$ cat config.mk
export PLATFORM = sky130hd
export DESIGN_NAME = dma_bus_arbiter
export DESIGN_NICKNAME = d
export VERILOG_FILES = /design/src/rtl/dma_bus_arbiter.sv
export SDC_FILE = /design/constraint.sdc
export NUM_CORES = 1
export LEC_CHECK = 0
export CAP_MARGIN = 10
export CORE_ASPECT_RATIO = 1.1
export CORE_MARGIN = 5
export CORE_UTILIZATION = 33
export DETAILED_ROUTE_END_ITERATION = 7
export GPL_TIMING_DRIVEN = 0
export PLACE_DENSITY = 0.55
export SYNTH_ARGS = -nofsm -noshare
export SYNTH_HDL_FRONTEND = slang
export SYNTH_SLANG_ARGS = --single-unit
$ cat constraint.sdc
create_clock -name clock -period 2.1 [get_ports clock]
set_input_delay 0.315 -clock clock [delete_from_list [all_inputs] [get_ports clock]]
set_output_delay 0.315 -clock clock [all_outputs]
set_load 0.05 [all_outputs]
$ cat src/rtl/dma_bus_arbiter.sv
// Round-robin bus arbiter for DMA masters: awards one owner at a time and tracks
// ownership through a burst, with a forced release on bus error or idle timeout.
module dma_bus_arbiter #(
  parameter int NUM_MASTERS    = 4,
  parameter int TIMEOUT_CYCLES = 64
) (
  input  logic                   clock,
  input  logic                   reset,
  input  logic [NUM_MASTERS-1:0] request,
  output logic [NUM_MASTERS-1:0] grants,
  input  logic                   busIn_busy,
  input  logic                   busIn_data_valid,
  input  logic                   busIn_end_transaction,
  input  logic                   busIn_error,
  output logic [2:0]             owner,
  output logic                   owner_valid,
  output logic                   abort,
  output logic [15:0]            timeout_count
);

  typedef enum logic [1:0] {IDLE, GRANT, OWNED, RELEASE} state_t;

  localparam int              CW      = (TIMEOUT_CYCLES > 2) ? $clog2(TIMEOUT_CYCLES) : 1;
  localparam logic [CW-1:0]   TO_LAST = CW'(TIMEOUT_CYCLES - 1);

  state_t          r_state;
  state_t          w_next;
  logic [CW-1:0]   r_count;
  logic [2:0]      r_owner;
  logic [2:0]      r_last;
  logic            r_abort;
  logic [15:0]     r_tcount;

  logic [2:0]      w_winner;
  logic [2:0]      w_pick_hi;
  logic [2:0]      w_pick_lo;
  logic            w_hit_hi;
  logic            w_award;
  logic            w_timeout;

  assign w_award   = (r_state == IDLE) && !busIn_busy && (|request);
  assign w_timeout = (r_count == TO_LAST) && !busIn_data_valid;

  // Lowest requester above the last winner, else lowest requester overall
  // (this is the wrap back to master 0).
  always_comb begin
    // NOTE: every variable gets a default first so no path leaves it unassigned,
    // which would otherwise infer a latch.
    w_hit_hi  = 1'b0;
    w_pick_hi = '0;
    w_pick_lo = '0;
    for (int i = NUM_MASTERS - 1; i >= 0; i--) begin
      if (request[i]) begin
        if (i > int'(r_last)) begin
          w_hit_hi  = 1'b1;
          w_pick_hi = 3'(i);
        end else begin
          w_pick_lo = 3'(i);
        end
      end
    end
    w_winner = w_hit_hi ? w_pick_hi : w_pick_lo;
  end

  always_ff @(posedge clock) begin
    // NOTE: sequential state uses non-blocking assignments so every register
    // samples the pre-edge values, independent of statement order.
    if (reset) r_state <= IDLE;
    else       r_state <= w_next;
  end

  always_comb begin
    w_next      = r_state;
    grants      = '0;
    owner_valid = 1'b0;
    case (r_state)
      IDLE: begin
        if (w_award) w_next = GRANT;
      end
      GRANT: begin
        owner_valid = 1'b1;
        w_next      = OWNED;
        for (int i = 0; i < NUM_MASTERS; i++) grants[i] = (int'(r_owner) == i);
      end
      OWNED: begin
        owner_valid = 1'b1;
        if (busIn_error || busIn_end_transaction || w_timeout) w_next = RELEASE;
      end
      RELEASE: begin
        owner_valid = 1'b1;
        w_next      = IDLE;
      end
      default: w_next = IDLE;
    endcase
  end

  // Abort and the timeout tally are decided on the OWNED->RELEASE edge, so each
  // release yields at most one pulse and one increment; error outranks the rest.
  always_ff @(posedge clock) begin
    if (reset) begin
      r_owner  <= '0;
      r_last   <= 3'(NUM_MASTERS - 1);
      r_count  <= '0;
      r_abort  <= 1'b0;
      r_tcount <= '0;
    end else begin
      r_abort <= 1'b0;
      case (r_state)
        IDLE:  if (w_award) r_owner <= w_winner;
        GRANT: r_count <= '0;
        OWNED: begin
          if (busIn_data_valid)      r_count <= '0;
          else if (r_count != TO_LAST) r_count <= r_count + CW'(1);
          r_abort <= busIn_error || (!busIn_end_transaction && w_timeout);
          if (!busIn_error && !busIn_end_transaction && w_timeout && (r_tcount != 16'hFFFF))
            r_tcount <= r_tcount + 16'd1;
        end
        RELEASE: r_last <= r_owner;
        default: ;
      endcase
    end
  end

  assign owner         = r_owner;
  assign abort         = r_abort;
  assign timeout_count = r_tcount;

endmodule

==> results.md, run 1 <==
- Of the available clock period, the critical path in the final layout requires between 90% and 100%.
- Synthesis produced a netlist whose cell count is 200.
- The number of clock sinks is 29.
- The leakage power total is 0.761 nW.
- The flow ran to the end, and the final reports show no timing, DRC or antenna violations.
- For this run, the slowest stage of the critical path takes 0.53 ns.
- The tool flagged a number of max-cap violations equal to 0.
- In the post-route analysis, the smallest setup slack over all paths is ~0.095 ns.
- Counting both buffers and inverters, the worst setup path holds a total of 2.
- The top-level I/O count is 35.
- The number of design-rule violations left by the first detailed-router iteration is 56.
- Counting flops and latches in the post-synthesis netlist gives 29.
- The number of levels the H-tree was split into is 2.
- The number of different library cells in the post-synthesis netlist is 50.
- Summed over all nets, the half-perimeter wirelength after detailed placement is 3040 um.
- The fraction of layout instances using a drive strength above 1 is 12.0%.
- The worst setup path is captured at an output pin.
- The largest delay contributor family on the critical path is buffers and inverters.
- The primary flip-flop cell chosen by synthesis mapping is dfxtp_1.
- The largest fanout of any net on the critical path is 5.
- The final number of hold-violating endpoints is 0.
- The floorplan has 27 rows.
- After detailed routing, the total wire length is 4260 um.
- The worst path in the final design needs a cycle of 2.00 ns, including I/O delays and setup.
- Counting along the longest clock path gives a buffer depth of 2.
- The count of cells in the finished layout, fillers not included, comes to 299.
- The leftover overflow at the end of global routing is 0.
- Setup violations remaining at the end of the flow were counted as 0.
- The multi-input combinational cells in the finished layout cover a total of between 1000 and 1500 um2.
- Clock tree synthesis inserted a total of 5 buffers.
- The starting utilization of the core area is between 30% and 40%.
- After clock tree synthesis, the clock-pin slew on the worst setup and hold paths is 0.06 ns.
- Global routing used 13.4% of the available tracks.
- In this run the remaining antenna-violating nets after routing total 0.
- The number of nets in the synthesized netlist is between 200 and 250.
- The pre-CTS setup slack is -0.0952 ns.
- The post-synthesis average cell area is approximately 8.4 um2.
- Summing every instance area after synthesis gives 1690 um2.
- The final number of max-transition violations is 0.
- The final-stage net count is between 200 and 300.
- The first global-routing pass estimated 7290 um of wire.
- Once the clock tree was built, the setup fixing pass inserted 0 buffers.
- In this run the clock root is driven by a clkbuf_8.
- Summed over all instances, the cell type with the most area after synthesis is dfxtp_1.
- At the pin with the least slew margin, the transition time is 0.584 ns.
- The initial antenna violation count is 0.
- The number of vias in the routed layout is 1,643.
- The placed instance count is 291.
- The cell area power density is 759 nW/um2.
- The fill cell total of the finished layout is 515.
- The number of diodes added for antenna fixing is 0.
- The critical path class is reg -> out.
- The count of buffers added on input and output ports is 33.
- The type of the most critical hold path is reg -> reg.
- The first-pass iteration count of the detailed router is 4.
- During synthesis, Yosys emitted a total of 0 warnings.
- Setup repair after global routing left no endpoint under its margin.
- The full die area is 6640 um2.
- For this run, design rule violations remaining after detail routing come to 0.
- The number of flops mapped to enable cells by yosys is 0.
- After synthesis, the cell types taking the most area are dfxtp_1 (34%), a21oi_1 (6.8%), ha_1 (5.2%).
- The x dimension of the die is 78.1 um.
- Headroom to the max-slew limit came out at 60.9%.
- Clock latency on the worst-skew pair, taken at its later pin, is 0.29 ns.
- The number of global-route vias before repair is around 1,600.
- The share of flip-flops with an asynchronous set or reset is 0%.
- The routability-driven placement congestion ratio is 0.771.
- The achievable clock frequency is 499 MHz.
- In the final layout, flip-flops and latches occupy between 500 and 600 um2.
- Entering global routing, the biggest net connects 11 pins.
- In the final routed layout, each cell accounts on average for 14.2 um.
- Summing the sequential cell areas from Yosys gives 34.4% of the chip area.
- Walking the worst path, the cells encountered are inv_1, ha_1, and3_1, dlygate4sd2_1.
- The core box area is approximately 5000 um2.
- The area share of the largest cell type after synthesis is 34.4%.
- The clock tree from TritonCTS is done.
- For the final database, setup skew stands at 0.00757 ns.
- The arrival time reported for the critical path endpoint is 1.69 ns.
- The die span in y is 85.0 um.
- The required time of the critical path is between 1.5 and 2 ns.
- Across the VDD grid, the largest voltage drop is 322 uV.
- The layout overhead on the synthesized area is 30.5%.
- The slowest stage of the critical path is the dlygate4sd2_1 cell.
- The sort of element at the start of the critical path is a register.
- The via count normalized by instance count is 5.49.
[power breakdown]
part	total, mW	switching, mW	internal (mW)
logic	0.573	0.367	0.206
registers	0.643	0.0501	0.593
clock network	0.453	0.224	0.229
total	1.67	0.642	1.03
[through the flow]
stage	total power, mW	setup TNS (ns)	utilization, %	hold WS [ns]	area (um2)
floorplan	1.06	0	-	0.468	1690
global placement	1.23	-0.112	41.8	0.492	2090
detailed placement	1.23	-0.163	41.8	0.498	2090
CTS	1.68	0	43.4	0.507	2170
global route	1.78	0	44.0	0.532	2200
finish	1.67	0	44.0	0.501	2200
[repair_timing]
action | 4_1_cts | 5_1_grt
setup endpoints to repair | 6 | 13
hold buffers | 0 | 0
resized for setup | 6 | 12
[cells in the mapped netlist (2+ instances only)]
library cell   n
o41ai_1        3
a21oi_1       23
o31ai_1        7
nor3_1         5
nor4_1         2
nor2b_1        4
dfxtp_1       29
o311ai_0       2
nand2_1       13
and3_1         4
nand4_1        4
clkbuf_1       3
o21ai_0       10
and4bb_1       2
buf_4          2
nand3_1        7
or2_2          2
nor2_1        13
or3_1          5
ha_1           7
nor3b_1        2
or4_1          7
inv_1          9
buf_2          3
nand2b_1       2
and4_1         2
o211ai_1       3
a311oi_1       2
a31oi_1        2
[registers in the layout (all words and copies together) (netlist names)]
name / flops
timeout_count: 16
r_count: 6
abort: 1
r_state: 2
owner: 2
r_last: 2
[layout by cell type, fill, tap and decap left out, drive strengths merged, types with 2 or more instances in the layout]
master,netlist,layout
clkinv,0,2
or2,2,2
a21oi,23,23
clkdlybuf4s50,0,28
mux2,2,2
o311ai,2,2
inv,9,9
dlygate4sd2,0,4
nor2b,4,4
nor3b,3,3
nor2,13,13
dfxtp,29,29
nand2b,2,2
and4bb,2,2
and4,2,2
buf,6,4
nand4,5,5
nor4,2,2
ha,7,7
a31oi,2,2
o41ai,3,3
and3,5,5
clkbuf,3,12
a311oi,2,2
o211ai,3,3
nand3,8,8
nand2,13,13
or4,7,7
or3,5,5
nor3,5,5
o21ai,10,10
o31ai,7,7
[layer usage]
metal  global-route usage, %  routed length [um]  vias up
li1                        -                   -      840
met1                    16.1                2010      767
met2                    22.4                2030       30
met3                    3.61                 148        6
met4                    6.04                  70        0
met5                       0                   0        -
[worst reg2reg max path, stage by stage (launching register included)]
cell and delay [ns]:
dfxtp_1 0.38, ha_1 0.27, and4b_4 0.33, nand3_4 0.15
buf_2 0.23, o41ai_1 0.37, a21oi_1 0.10
[cell type report]
cell class / instances / area share (%)
Sequential cell: 29 / 26.4
Inverter: 9 / 1.54
Clock buffer: 6 / 3.30
Multi-Input combinational cell: 153 / 47.8
Tap cell: 58 / 3.30
Clock inverter: 2 / 0.455
Buffer: 9 / 2.62
Timing Repair Buffer: 33 / 14.6
[path summary, 6_finish.rpt]
check | end | depth (start not counted) | slack [ns] | from
setup / recovery | grants[3] | 4 | 0.1 | r_state[1]
hold / removal | timeout_count[14] | 2 | 0.50 | timeout_count[14]
setup reg to reg | timeout_count[14] | 6 | 0.13 | r_count[0]
hold reg to reg | timeout_count[14] | 2 | 0.50 | timeout_count[14]
[cells by family (layout without fill, tap and decap cells)]
| group | after synthesis | after routing | share of synthesized area (%) |
|---|---|---|---|
| compound gates | 59 | 59 | 22.1 |
| fa+ha+maj | 7 | 7 | 5.20 |
| buf+inv | 18 | 59 | 5.12 |
| flops | 29 | 29 | 34.4 |
| mux | 3 | 3 | 1.93 |
| other cells | 1 | 1 | 0.223 |
| simple gates | 83 | 83 | 31.0 |
Note: power is estimated with default switching activity, not from simulation.
==> run 2, diff against run 1 <==
--- a/config.mk
+++ b/config.mk
@@ -9,6 +9,7 @@
 export CORE_ASPECT_RATIO = 1.1
 export CORE_MARGIN = 5
 export CORE_UTILIZATION = 33
+export CTS_CLUSTER_DIAMETER = 200
 export DETAILED_ROUTE_END_ITERATION = 7
 export GPL_TIMING_DRIVEN = 0
 export PLACE_DENSITY = 0.55
==> results of run 2 <==
Same layout as run 1: the final DEF is identical, and so are final timing and power.
